$ cat config.mk
export PLATFORM = sky130hd
export DESIGN_NAME = mem_stage_vl
export DESIGN_NICKNAME = d
export VERILOG_FILES = /design/src/rtl/mem_stage_vl_pkg.sv /design/src/rtl/mem_stage_vl_resp_fifo.sv /design/src/rtl/mem_stage_vl.sv
export SDC_FILE = /design/constraint.sdc
export NUM_CORES = 1
export LEC_CHECK = 0
export CELL_PAD_IN_SITES_DETAIL_PLACEMENT = 1
export CELL_PAD_IN_SITES_GLOBAL_PLACEMENT = 2
export CORE_ASPECT_RATIO = 2
export CORE_MARGIN = 5
export CORE_UTILIZATION = 29
export CTS_CLUSTER_DIAMETER = 150
export DETAILED_ROUTE_END_ITERATION = 10
export GPL_ROUTABILITY_DRIVEN = 0
export PLACE_DENSITY_LB_ADDON = 0.1
export SYNTH_ARGS = -nofsm -noshare
export SYNTH_HDL_FRONTEND = slang
export SYNTH_SLANG_ARGS = --single-unit
$ cat constraint.sdc
create_clock -name clk -period 5.44 [get_ports clk]
set_input_delay 0.544 -clock clk [delete_from_list [all_inputs] [get_ports clk]]
set_output_delay 0.544 -clock clk [all_outputs]
set_load 0.02 [all_outputs]
$ cat src/rtl/mem_stage_vl_pkg.sv
// Shared bus widths, bus layouts and load-alignment helpers for the
// variable-latency memory stage.
package mem_stage_vl_pkg;

  localparam int ES_TO_MS_BUS_WD = 72;
  localparam int MS_TO_WS_BUS_WD = 73;
  localparam int ES_EX_BUS_WD    = 10;
  localparam int MS_EX_BUS_WD    = 10;

  // width field of es_load_mem_bus; any other code is a full word
  localparam logic [1:0] LD_WORD = 2'b00;
  localparam logic [1:0] LD_BYTE = 2'b01;
  localparam logic [1:0] LD_HALF = 2'b10;

  typedef struct packed {
    logic        mem_req;
    logic        res_from_mem;
    logic        gr_we;
    logic [4:0]  dest;
    logic [31:0] alu_result;
    logic [31:0] pc;
  } es_to_ms_t;

  // lr[3] selects lwl, lr[2] selects lwr
  typedef struct packed {
    logic [1:0] width;
    logic       sign;
    logic       lwl;
    logic       lwr;
    logic [1:0] offset;
  } load_ctl_t;

  typedef struct packed {
    logic       bd;
    logic       sys;
    logic       mfc0;
    logic       mtc0;
    logic       eret;
    logic [4:0] addr;
  } ex_t;

  function automatic logic [31:0] load_align(input load_ctl_t c, input logic [31:0] rdata);
    logic [63:0] dbl;
    logic [7:0]  b;
    logic [15:0] h;
    logic [5:0]  sh;
    dbl = {rdata, rdata};
    sh  = {1'b0, c.offset, 3'b000};
    b   = 8'(rdata >> sh);
    h   = c.offset[1] ? rdata[31:16] : rdata[15:0];
    if (c.lwl)                  load_align = 32'(dbl >> (sh + 6'd8));
    else if (c.lwr)             load_align = 32'(dbl >> sh);
    else if (c.width == LD_BYTE) load_align = {{24{c.sign & b[7]}}, b};
    else if (c.width == LD_HALF) load_align = {{16{c.sign & h[15]}}, h};
    else                        load_align = rdata;
  endfunction

  function automatic logic [3:0] load_we(input load_ctl_t c, input logic gr_we);
    logic [3:0] lwl_we;
    logic [3:0] lwr_we;
    lwl_we = 4'b1111 << (2'd3 - c.offset);
    lwr_we = 4'b1111 >> c.offset;
    if (c.lwl)      load_we = lwl_we;
    else if (c.lwr) load_we = lwr_we;
    else            load_we = {4{gr_we}};
  endfunction

endpackage

$ cat src/rtl/mem_stage_vl_resp_fifo.sv
// Circular response buffer holding read data that returned before the
// owning load could leave MS.
module resp_fifo #(
  parameter int DEPTH = 2,
  parameter int W     = 32,
  localparam int CW   = $clog2(DEPTH + 1),
  localparam int PW   = (DEPTH > 1) ? $clog2(DEPTH) : 1
) (
  input  logic          clk,
  input  logic          reset,
  input  logic          push,
  input  logic          pop,
  input  logic          clear,
  input  logic [W-1:0]  din,
  output logic [W-1:0]  head,
  output logic [CW-1:0] count
);

  logic [W-1:0]  mem [DEPTH];
  logic [PW-1:0] rd_ptr;
  logic [PW-1:0] wr_ptr;

  function automatic logic [PW-1:0] ptr_next(input logic [PW-1:0] p);
    ptr_next = (p == PW'(DEPTH - 1)) ? '0 : p + 1'b1;
  endfunction

  always_ff @(posedge clk) begin
    if (reset || clear) begin
      rd_ptr <= '0;
      wr_ptr <= '0;
      count  <= '0;
    end else begin
      if (push) wr_ptr <= ptr_next(wr_ptr);
      if (pop)  rd_ptr <= ptr_next(rd_ptr);
      if (push && !pop)      count <= count + 1'b1;
      else if (pop && !push) count <= count - 1'b1;
    end
  end

  always_ff @(posedge clk) begin
    if (push) mem[wr_ptr] <= din;
  end

  always_ff @(posedge clk) begin
    if (!reset && !clear) begin
      assert (!(push && !pop && count == CW'(DEPTH))) else $error("resp_fifo overflow");
      assert (!(pop && count == '0)) else $error("resp_fifo underflow");
    end
  end

  assign head = mem[rd_ptr];

endmodule

$ cat src/rtl/mem_stage_vl.sv
// Variable-latency MEM stage: tracks outstanding data requests, drops
// responses of flushed loads and buffers early responses until WB accepts.
module mem_stage_vl
  import mem_stage_vl_pkg::*;
#(
  parameter int MAX_OUTST = 2,
  parameter int CNT_W     = $clog2(MAX_OUTST + 1)
) (
  input  logic                       clk,
  input  logic                       reset,
  input  logic                       es_to_ms_valid,
  input  logic [ES_TO_MS_BUS_WD-1:0] es_to_ms_bus,
  input  logic [6:0]                 es_load_mem_bus,
  input  logic [ES_EX_BUS_WD-1:0]    es_ex_bus,
  input  logic                       es_req_issue,
  input  logic                       data_sram_data_ok,
  input  logic [31:0]                data_sram_rdata,
  input  logic                       flush,
  input  logic                       ws_allowin,
  output logic                       ms_allowin,
  output logic                       ms_to_ws_valid,
  output logic [MS_TO_WS_BUS_WD-1:0] ms_to_ws_bus,
  output logic [MS_EX_BUS_WD-1:0]    ms_ex_bus,
  output logic [35:0]                ms_to_ds_bus,
  output logic                       ms_write_reg,
  output logic [4:0]                 ms_reg_dest,
  output logic                       ms_data_stall,
  output logic                       ms_mfc0_stall,
  output logic                       ms_ex,
  output logic                       ms_mem_full
);

  logic        ms_valid;
  es_to_ms_t   ms_r;
  load_ctl_t   ld_r;
  ex_t         ex_r;

  logic [CNT_W-1:0] outst;
  logic [CNT_W-1:0] drop;
  logic [CNT_W-1:0] fifo_cnt;
  logic [31:0]      fifo_head;
  logic             fifo_nonempty;
  logic             drop_zero;
  logic             accept;
  logic             bypass;
  logic             fifo_push;
  logic             fifo_pop;
  logic             ms_ready_go;
  logic             ms_xfer;
  logic [31:0]      rdata_sel;
  logic [31:0]      final_result;
  logic [3:0]       reg_we;
  load_ctl_t        ld_eff;

  // pipeline register
  always_ff @(posedge clk) begin
    if (reset || flush) ms_valid <= 1'b0;
    else if (ms_allowin) ms_valid <= es_to_ms_valid;

    if (reset) begin
      ms_r <= '0;
      ld_r <= '0;
      ex_r <= '0;
    end else if (es_to_ms_valid && ms_allowin) begin
      ms_r <= es_to_ms_t'(es_to_ms_bus);
      ld_r <= load_ctl_t'(es_load_mem_bus);
      ex_r <= ex_t'(es_ex_bus);
    end
  end

  // outst counts requests at the SRAM; drop counts those owned by flushed work
  always_ff @(posedge clk) begin
    if (reset) begin
      outst <= '0;
      drop  <= '0;
    end else begin
      outst <= CNT_W'({1'b0, outst} + (CNT_W+1)'(es_req_issue) - (CNT_W+1)'(data_sram_data_ok));
      if (flush)
        drop <= CNT_W'({1'b0, outst} + (CNT_W+1)'(es_req_issue) - (CNT_W+1)'(data_sram_data_ok));
      else if (data_sram_data_ok && !drop_zero)
        drop <= drop - 1'b1;
    end
  end

  assign drop_zero     = (drop == '0);
  assign fifo_nonempty = (fifo_cnt != '0);
  assign accept        = data_sram_data_ok & drop_zero & !flush;

  assign ms_ready_go    = !ms_r.mem_req | fifo_nonempty | (data_sram_data_ok & drop_zero);
  assign ms_allowin     = !ms_valid | (ms_ready_go & ws_allowin);
  assign ms_to_ws_valid = ms_valid & ms_ready_go;
  assign ms_xfer        = ms_to_ws_valid & ws_allowin;

  // zero-wait responses bypass the buffer straight into WB
  assign bypass    = accept & !fifo_nonempty & ms_r.mem_req & ms_xfer;
  assign fifo_push = accept & !bypass;
  assign fifo_pop  = ms_xfer & ms_r.mem_req & fifo_nonempty;

  resp_fifo #(
    .DEPTH (MAX_OUTST),
    .W     (32)
  ) u_resp_fifo (
    .clk   (clk),
    .reset (reset),
    .push  (fifo_push),
    .pop   (fifo_pop),
    .clear (flush),
    .din   (data_sram_rdata),
    .head  (fifo_head),
    .count (fifo_cnt)
  );

  always_comb begin
    ld_eff       = ld_r;
    ld_eff.lwl   = ld_r.lwl & ms_r.res_from_mem;
    ld_eff.lwr   = ld_r.lwr & ms_r.res_from_mem;
    rdata_sel    = fifo_nonempty ? fifo_head : data_sram_rdata;
    reg_we       = load_we(ld_eff, ms_r.gr_we);
    final_result = ms_r.res_from_mem ? load_align(ld_eff, rdata_sel) : ms_r.alu_result;
  end

  assign ms_to_ws_bus  = {reg_we, ms_r.dest, final_result, ms_r.pc};
  assign ms_ex_bus     = ex_r;
  assign ms_to_ds_bus  = {final_result, reg_we};
  assign ms_write_reg  = ms_valid & ms_r.gr_we;
  assign ms_reg_dest   = ms_r.dest;
  assign ms_data_stall = ms_valid & ms_r.res_from_mem & !ms_ready_go;
  assign ms_mfc0_stall = ms_valid & ex_r.mfc0;
  assign ms_ex         = ms_valid & (ex_r.eret | ex_r.sys);
  assign ms_mem_full   = ({1'b0, outst} + {1'b0, fifo_cnt}) >= (CNT_W+1)'(MAX_OUTST);

endmodule
==> impl_metrics.prom, run 1 <==
# TYPE chip_impl_metric gauge
chip_impl_metric{name="rows",unit=""} 93
chip_impl_metric{name="cts_setup_buffers",unit=""} 0
chip_impl_metric{name="wl_per_cell",unit="um"} 20.7
chip_impl_metric{name="cts-htree-levels",unit=""} 4
chip_impl_metric{name="fin_crit",unit="ns"} 4.48
chip_impl_metric{name="share_seq_of_total_power",unit="%"} 38.7
chip_impl_metric{name="die-height",unit="um"} 266
chip_impl_metric{name="layoutNonFillerInstCount",unit=""} 1602
chip_impl_metric{name="hold_ws",unit="ns"} 0.455
chip_impl_info{name="cts_tree",value="done"} 1
chip_impl_metric{name="design.final.nets",unit=""} 1294
chip_impl_metric{name="count_of_cells_along_the_worst_register_to_register_path",unit=""} 8
chip_impl_metric{name="synth-seq-area-share",unit="%"} 41.2
chip_impl_info{name="mostFrequentLayoutCells",value="sky130_fd_sc_hd__clkdlybuf4s50_1, sky130_fd_sc_hd__nand2_1, sky130_fd_sc_hd__a21oi_1, sky130_fd_sc_hd__dfxtp_1, sky130_fd_sc_hd__nor2_1"} 1
chip_impl_metric{name="clk_path_buf_depth",unit=""} 2
chip_impl_metric{name="postSynthNetCount",unit=""} 1159
chip_impl_info{name="synthFlopType",value="sky130_fd_sc_hd__dfxtp_1"} 1
chip_impl_info{name="grt_setup_unrepaired",value="false"} 1
chip_impl_metric{name="die-area",unit="sq um"} 36600
chip_impl_metric{name="yosys_register_bits",unit=""} 163
chip_impl_info{name="critPathKind",value="flip-flop to output pin"} 1
chip_impl_metric{name="finish.instance_area",unit="sq um"} 12400
chip_impl_metric{name="io_buffers",unit=""} 258
chip_impl_metric{name="gr-total-overflow",unit=""} 0
chip_impl_metric{name="io-pin-count",unit=""} 259
chip_impl_info{name="crit_path_end_kind",value="output pin"} 1
chip_impl_info{name="root_buffer",value="sky130_fd_sc_hd__clkbuf_16"} 1
chip_impl_metric{name="postRouteAntennaNets",unit=""} 0
chip_impl_metric{name="insertion_delay",unit="ns"} 0.45
chip_impl_info{name="worst_setup_path_start_kind",value="flip-flop"} 1
chip_impl_metric{name="worst_slew_pin_slew",unit="ns"} 1.06
chip_impl_metric{name="coreArea",unit="sq um"} 32200
chip_impl_metric{name="post-place-cells",unit=""} 1569
chip_impl_metric{name="areaGrowthSynthToFinish",unit="%"} 31.0
chip_impl_metric{name="met1Wirelength",unit="um"} 13000
chip_impl_info{name="synth.area.top_cells",value="sky130_fd_sc_hd__dfxtp_1, sky130_fd_sc_hd__edfxtp_1, sky130_fd_sc_hd__nand2_1, sky130_fd_sc_hd__buf_4, sky130_fd_sc_hd__a21oi_1"} 1
chip_impl_metric{name="irDropWorstVdd",unit="V"} 0.000210
chip_impl_metric{name="power.switching_fraction",unit="%"} 29.6
chip_impl_metric{name="critical_path.max_fanout",unit=""} 42
chip_impl_metric{name="pwr-share-comb",unit="%"} 24.9
chip_impl_metric{name="synth.top_cell.area_share",unit="%"} 20.9
chip_impl_metric{name="ys_async_sr_fraction",unit="%"} 0
chip_impl_metric{name="num_vias",unit=""} 7988
chip_impl_metric{name="wl_met3",unit="um"} 1920
chip_impl_metric{name="starting_density_of_the_core",unit="%"} 29.4
chip_impl_metric{name="clock_power_share",unit="%"} 36.3
chip_impl_metric{name="post_cts_hold_buffer_count",unit=""} 0
chip_impl_info{name="layout.cells.most_common",value="sky130_fd_sc_hd__clkdlybuf4s50_1"} 1
chip_impl_metric{name="cp_data_required_time",unit="ns"} 4.90
chip_impl_metric{name="multiInputGateArea",unit="sq um"} 4520
chip_impl_metric{name="numCtsBuffers",unit=""} 17
chip_impl_metric{name="final_hold_viol_count",unit=""} 0
chip_impl_metric{name="detailedRoute.firstIterationViolations",unit=""} 432
chip_impl_metric{name="synth_cells",unit=""} 1026
chip_impl_metric{name="p_leak",unit="nW"} 4.36
chip_impl_metric{name="die_w",unit="um"} 138
chip_impl_metric{name="power_switching",unit="mW"} 1.05
chip_impl_metric{name="synth-edff-count",unit=""} 64
chip_impl_metric{name="vias_per_cell",unit=""} 4.99
chip_impl_metric{name="drt-total-wl",unit="um"} 33100
chip_impl_metric{name="internal-power",unit="mW"} 2.51
chip_impl_metric{name="max_freq",unit="GHz"} 0.223
chip_impl_metric{name="arrival",unit="ns"} 3.94
chip_impl_info{name="status",value="finished clean"} 1
chip_impl_metric{name="post_route_cells_drive_above_1_share",unit="%"} 11.4
chip_impl_metric{name="groute.usage.overall",unit="%"} 18.2
chip_impl_metric{name="final-max-slew-violation-count",unit=""} 0
chip_impl_metric{name="clock_skew",unit="ns"} 0.0107
chip_impl_info{name="top_layer_used",value="met4"} 1
chip_impl_metric{name="grt_pass1_vias",unit=""} 8467
chip_impl_metric{name="dpl_cell_area",unit="sq um"} 11800
chip_impl_metric{name="grt_max_degree",unit=""} 90
chip_impl_metric{name="wl_met2",unit="um"} 17600
chip_impl_metric{name="relSlewSlack",unit="%"} 28.8
chip_impl_metric{name="yosys_warnings",unit=""} 0
chip_impl_metric{name="avgSynthCellArea",unit="sq um"} 9.24
chip_impl_metric{name="1st_pass_router_iterations",unit=""} 5
chip_impl_metric{name="layout.area.seq",unit="sq um"} 3910
chip_impl_metric{name="grt_antenna_before_repair",unit=""} 2
chip_impl_metric{name="cap_violations",unit=""} 0
chip_impl_metric{name="pwr_density_cell",unit="nW/um^2"} 287
chip_impl_metric{name="netlist_area",unit="sq um"} 9480
chip_impl_metric{name="route.detailed.drc",unit=""} 0
chip_impl_metric{name="place_hpwl",unit="um"} 24800
chip_impl_metric{name="grt_pass1_wl",unit="um"} 50800
chip_impl_metric{name="setup_viol",unit=""} 0
chip_impl_metric{name="clock_sinks",unit=""} 163
chip_impl_metric{name="fin_tns_setup",unit="ns"} 0
chip_impl_info{name="hold_class",value="flip-flop to flip-flop"} 1
chip_impl_metric{name="fillers",unit=""} 3681
chip_impl_metric{name="clkTransAtPathRegs",unit="ns"} 0.07
chip_impl_metric{name="finalCritPeriodShare",unit="%"} 82.4
chip_impl_info{name="yosys.area.top_type",value="sky130_fd_sc_hd__dfxtp_1"} 1
chip_impl_metric{name="hold-path-cell-count",unit=""} 2
chip_impl_metric{name="synth_cell_type_count",unit=""} 55
chip_impl_metric{name="cts.repair.resized",unit=""} 0
final timing paths:
path | end | slack (ns) | from
hold reg to reg | ms_ex_bus[3] | 0.46 | ms_ex_bus[3]
setup / recovery | ms_to_ds_bus[24] | 0.96 | u_resp_fifo.count[1]
setup reg to reg | ms_r[37] | 2.39 | drop[0]
hold / removal | ms_ex_bus[3] | 0.46 | ms_ex_bus[3]
registers in the layout, indices dropped and copies added, names as in the netlist, named ones only:
signal and cells:
ld_r 2, drop 2, u_resp_fifo.wr_ptr 1, u_resp_fifo.mem 64
ms_r 35, ms_reg_dest 5, u_resp_fifo.count 2, u_resp_fifo.rd_ptr 1
ms_to_ws_bus 32, ld_eff 5, ms_valid 1, outst 2
ms_ex_bus 10
cell type report:
class / count / area share, %
Clock buffer: 23 / 4.18
Antenna cell: 1 / 0.0201
Inverter: 32 / 0.967
Sequential cell: 163 / 31.4
Multi-Input combinational cell: 674 / 36.4
Clock inverter: 9 / 0.936
Timing Repair Buffer: 273 / 21.8
Tap cell: 427 / 4.30
power by group through the flow:
stage / registers [mW] / logic (mW) / clock network (mW)
after detailed placement: 1.41 / 0.897 / 0
after global routing: 1.39 / 0.962 / 1.38
after global placement: 1.41 / 0.895 / 0
final: 1.38 / 0.890 / 1.30
after floorplan: 1.40 / 0.562 / 0
after CTS: 1.38 / 0.903 / 1.34
critical path, stage by stage, from the launching register on:
cell	delay (ns)
sky130_fd_sc_hd__dfxtp_1	0.64
sky130_fd_sc_hd__or2_2	0.30
sky130_fd_sc_hd__buf_4	0.49
sky130_fd_sc_hd__mux2i_1	0.25
sky130_fd_sc_hd__o21ai_0	0.51
sky130_fd_sc_hd__o21ai_0	0.16
sky130_fd_sc_hd__a221oi_1	0.40
sky130_fd_sc_hd__clkdlybuf4s50_1	0.69
through the flow:
step                      total power, mW  setup WS (ns)  util, %
after floorplan                      1.96          0.828        -
after detailed placement             2.31           1.41     36.6
after global placement               2.30           1.42     36.6
final                                3.57          0.957     38.6
after global routing                 3.73          0.530     38.5
after CTS                            3.62          0.913     38.5
metal layers:
layer	vias to the layer above	track usage (%)
li1	3836	-
met1	3902	20.8
met3	34	4.61
met5	-	0
met2	216	32.5
met4	0	6.23
synthesized netlist by cell type (2+ instances only):
master                     count
sky130_fd_sc_hd__a211o_1       2
sky130_fd_sc_hd__a211o_2       5
sky130_fd_sc_hd__a211oi_1      6
sky130_fd_sc_hd__a21oi_1     114
sky130_fd_sc_hd__a221oi_1     21
sky130_fd_sc_hd__a221oi_2      9
sky130_fd_sc_hd__and2_1        6
sky130_fd_sc_hd__buf_1         3
sky130_fd_sc_hd__buf_2         9
sky130_fd_sc_hd__buf_4        82
sky130_fd_sc_hd__buf_6         3
sky130_fd_sc_hd__buf_8         2
sky130_fd_sc_hd__clkbuf_1     56
sky130_fd_sc_hd__dfxtp_1      99
sky130_fd_sc_hd__edfxtp_1     64
sky130_fd_sc_hd__ha_1          4
sky130_fd_sc_hd__inv_1        31
sky130_fd_sc_hd__mux2_2       39
sky130_fd_sc_hd__mux2i_1      46
sky130_fd_sc_hd__mux4_1        8
sky130_fd_sc_hd__mux4_2       15
sky130_fd_sc_hd__nand2_1     192
sky130_fd_sc_hd__nand2b_1      8
sky130_fd_sc_hd__nand3_1       4
sky130_fd_sc_hd__nor2_1       72
sky130_fd_sc_hd__nor2b_1       2
sky130_fd_sc_hd__nor3_1       11
sky130_fd_sc_hd__o211a_1       7
sky130_fd_sc_hd__o211ai_1     17
sky130_fd_sc_hd__o21a_1        2
sky130_fd_sc_hd__o21ai_0      26
sky130_fd_sc_hd__o221ai_1      2
sky130_fd_sc_hd__o221ai_2      6
sky130_fd_sc_hd__o22ai_1      18
sky130_fd_sc_hd__or2_2         2
sky130_fd_sc_hd__or3_1         8
sky130_fd_sc_hd__xnor2_1       4
sky130_fd_sc_hd__xor2_1        4
cells by family (layout without fill, tap and decap cells):
group | Yosys count | in the layout | share of synthesized area, %
other | 0 | 1 | 0
buffers and inverters | 189 | 337 | 11.5
xor gates and xnor gates | 8 | 8 | 0.739
AOI/OAI and AO/OA | 242 | 242 | 17.2
DFF | 163 | 163 | 41.2
adders and majority gates | 5 | 5 | 0.739
and+or+nand+nor | 311 | 311 | 13.4
muxes | 108 | 108 | 15.3
Power figures use the tool's default switching activity.
==> run 2: changes to the inputs <==
Settings changed: CORE_UTILIZATION 29 to 26.
Clock period 5.44 ns to 3.7 ns, I/O delays scaled along.
==> impl_metrics.prom, run 2 (synthesis results as in run 1) <==
# TYPE chip_impl_metric gauge
chip_impl_metric{name="largest_register_ffs",unit=""} 64
chip_impl_metric{name="irDropWorstVdd",unit="V"} 0.000348
chip_impl_metric{name="grt_pass1_vias",unit=""} 8751
chip_impl_metric{name="design.final.nets",unit=""} 1325
chip_impl_metric{name="numCtsBuffers",unit=""} 17
chip_impl_metric{name="use_met1",unit="%"} 19.4
chip_impl_info{name="top_register",value="u_resp_fifo.mem"} 1
chip_impl_metric{name="grt_antenna_before_repair",unit=""} 3
chip_impl_metric{name="preCtsSetupSlack",unit="ns"} 0.0893
chip_impl_metric{name="clock_sinks",unit=""} 163
chip_impl_metric{name="detailedRoute.firstIterationViolations",unit=""} 455
chip_impl_metric{name="grt_max_degree",unit=""} 53
chip_impl_metric{name="pwr_density_cell",unit="nW/um^2"} 416
chip_impl_info{name="status",value="finished clean"} 1
chip_impl_info{name="crit_path_end_kind",value="output pin"} 1
chip_impl_metric{name="globalRouteMet2Util",unit="%"} 32.2
chip_impl_info{name="grt_setup_unrepaired",value="false"} 1
chip_impl_info{name="mostFrequentLayoutCells",value="sky130_fd_sc_hd__clkdlybuf4s50_1, sky130_fd_sc_hd__nand2_1, sky130_fd_sc_hd__a21oi_1, sky130_fd_sc_hd__dfxtp_1, sky130_fd_sc_hd__nor2_1"} 1
chip_impl_metric{name="starting_density_of_the_core",unit="%"} 26.1
chip_impl_metric{name="layoutNonFillerInstCount",unit=""} 1660
chip_impl_metric{name="drt-total-wl",unit="um"} 35900
chip_impl_metric{name="io_buffers",unit=""} 258
chip_impl_metric{name="fillers",unit=""} 4171
chip_impl_metric{name="max_freq",unit="GHz"} 0.280
chip_impl_metric{name="cap_violations",unit=""} 0
chip_impl_metric{name="insertion_delay",unit="ns"} 0.44
chip_impl_metric{name="cts-htree-levels",unit=""} 4
chip_impl_metric{name="cp_data_required_time",unit="ns"} 3.33
chip_impl_metric{name="vias_per_cell",unit=""} 4.90
chip_impl_metric{name="post_route_cells_drive_above_1_share",unit="%"} 14.4
chip_impl_metric{name="relSlewSlack",unit="%"} 32.0
chip_impl_metric{name="setup_viol",unit=""} 0
chip_impl_metric{name="postRouteAntennaNets",unit=""} 0
chip_impl_metric{name="groute.usage.overall",unit="%"} 17.3
chip_impl_metric{name="die_w",unit="um"} 145
chip_impl_metric{name="critical_path.max_fanout",unit=""} 18
chip_impl_metric{name="post-place-cells",unit=""} 1624
chip_impl_metric{name="p_leak",unit="nW"} 4.85
chip_impl_metric{name="use_met3",unit="%"} 4.48
chip_impl_metric{name="1st_pass_router_iterations",unit=""} 5
chip_impl_metric{name="gr-total-overflow",unit=""} 0
chip_impl_metric{name="die-height",unit="um"} 280
chip_impl_metric{name="finalCritPeriodShare",unit="%"} 96.5
chip_impl_metric{name="rows",unit=""} 99
chip_impl_info{name="root_buffer",value="sky130_fd_sc_hd__clkbuf_16"} 1
chip_impl_metric{name="wl_per_cell",unit="um"} 21.6
chip_impl_metric{name="grt_pass1_wl",unit="um"} 54500
chip_impl_metric{name="fin_crit",unit="ns"} 3.57
chip_impl_metric{name="hold_ws",unit="ns"} 0.434
chip_impl_metric{name="worst_slew_pin_slew",unit="ns"} 1.02
chip_impl_info{name="critPathKind",value="flip-flop to output pin"} 1
chip_impl_metric{name="layout_setup_ws",unit="ns"} 0.131
chip_impl_info{name="global_route.peak_usage_layer",value="met2"} 1
chip_impl_metric{name="io-pin-count",unit=""} 259
chip_impl_metric{name="route.detailed.drc",unit=""} 0
chip_impl_metric{name="clkTransAtPathRegs",unit="ns"} 0.07
chip_impl_metric{name="clk_path_buf_depth",unit=""} 2
chip_impl_metric{name="areaGrowthSynthToFinish",unit="%"} 35.1
chip_impl_metric{name="arrival",unit="ns"} 3.20
chip_impl_metric{name="clock_skew",unit="ns"} 0.0117
chip_impl_metric{name="place_hpwl",unit="um"} 27600
chip_impl_info{name="cts_tree",value="done"} 1
chip_impl_metric{name="num_vias",unit=""} 8142
chip_impl_metric{name="final_hold_viol_count",unit=""} 0
chip_impl_metric{name="post_cts_hold_buffer_count",unit=""} 0
chip_impl_metric{name="die-area",unit="sq um"} 40600
chip_impl_metric{name="coreArea",unit="sq um"} 36300
chip_impl_info{name="worst_setup_path_start_kind",value="flip-flop"} 1
chip_impl_info{name="hold_class",value="primary input to flip-flop"} 1
chip_impl_metric{name="final-max-slew-violation-count",unit=""} 0
chip_impl_info{name="layout.cells.most_common",value="sky130_fd_sc_hd__clkdlybuf4s50_1"} 1
chip_impl_metric{name="fin_tns_setup",unit="ns"} 0
chip_impl_metric{name="report.power.total",unit="mW"} 5.33
[run 2: changes by cell type in the layout (fill, tap and decap cells not counted), sizes merged]
| cell | previous run | this run |
|---|---|---|
| inv | 33 | 35 |
| dlygate4sd2 | 0 | 37 |
| clkinv | 5 | 4 |
| buf | 16 | 47 |
| bufinv | 2 | 4 |
| clkbuf | 23 | 18 |
| clkdlybuf4s50 | 257 | 207 |
| clkinvlp | 1 | 3 |
| dlymetal6s2s | 0 | 13 |
[run 2: layer usage]
metal | part of all wire [%] | vias to the layer above
met3 | 5.1 | 30
met1 | 39 | 4007
li1 | - | 3897
met2 | 54 | 208
met5 | 0 | -
met4 | 1.6 | 0
[run 2: repair_timing]
| item | in CTS | in global routing |
|---|---|---|
| cloned | 0 | 0 |
| setup buffers | 3 | 0 |
| gates resized for setup | 49 | 17 |
| endpoints found under the setup margin | 56 | 21 |
| pin swaps | 1 | 0 |
[run 2: power by group]
group	internal, mW	switching (mW)	total (mW)
clock	1.14	0.811	1.95
combinational	0.605	0.748	1.35
sequential	1.97	0.0586	2.03
total	3.71	1.62	5.33
[run 2: final timing paths]
path | endpoint | slack [ns] | cells after the start | startpoint
min | ms_to_ws_bus[19] | 0.43 | 2 | reset
max | ms_to_ds_bus[4] | 0.13 | 7 | flip-flop
max reg2reg | ms_to_ws_bus[2] | 1.10 | 8 | drop[0]
min reg2reg | ms_r[32] | 0.46 | 2 | ms_r[32]
[run 2: layout make-up]
class	count	area, sq um	area share, %
multi-input combinational	674	4570	35.6
sequential	163	3910	30.5
timing repair buffer	304	3010	23.5
tap	454	568	4.43
clock buffer	18	429	3.35
clock inverter	14	203	1.58
inverter	32	120	0.937
antenna	1	2.50	0.0195
[run 2: worst max-delay path, stage by stage (launching register included)]
cell	delay, ns
sky130_fd_sc_hd__dfxtp_2	0.34
sky130_fd_sc_hd__buf_12	0.18
sky130_fd_sc_hd__mux2_2	0.36
sky130_fd_sc_hd__mux4_1	0.55
sky130_fd_sc_hd__mux2i_1	0.38
sky130_fd_sc_hd__a211o_2	0.23
sky130_fd_sc_hd__o221ai_2	0.13
sky130_fd_sc_hd__clkdlybuf4s50_1	0.58
[run 2: through the flow]
step	util, %	instance area, sq um
after global routing	35.3	12800
after global placement	33.4	12100
after floorplan	-	9490
final	35.3	12800
after detailed placement	33.4	12100
after CTS	35.2	12800
==> run 3: changes to the inputs <==
Settings changed: CAP_MARGIN set to 25.
==> results of run 3 <==
No change in the layout: final DEF, timing and power equal those of run 2.
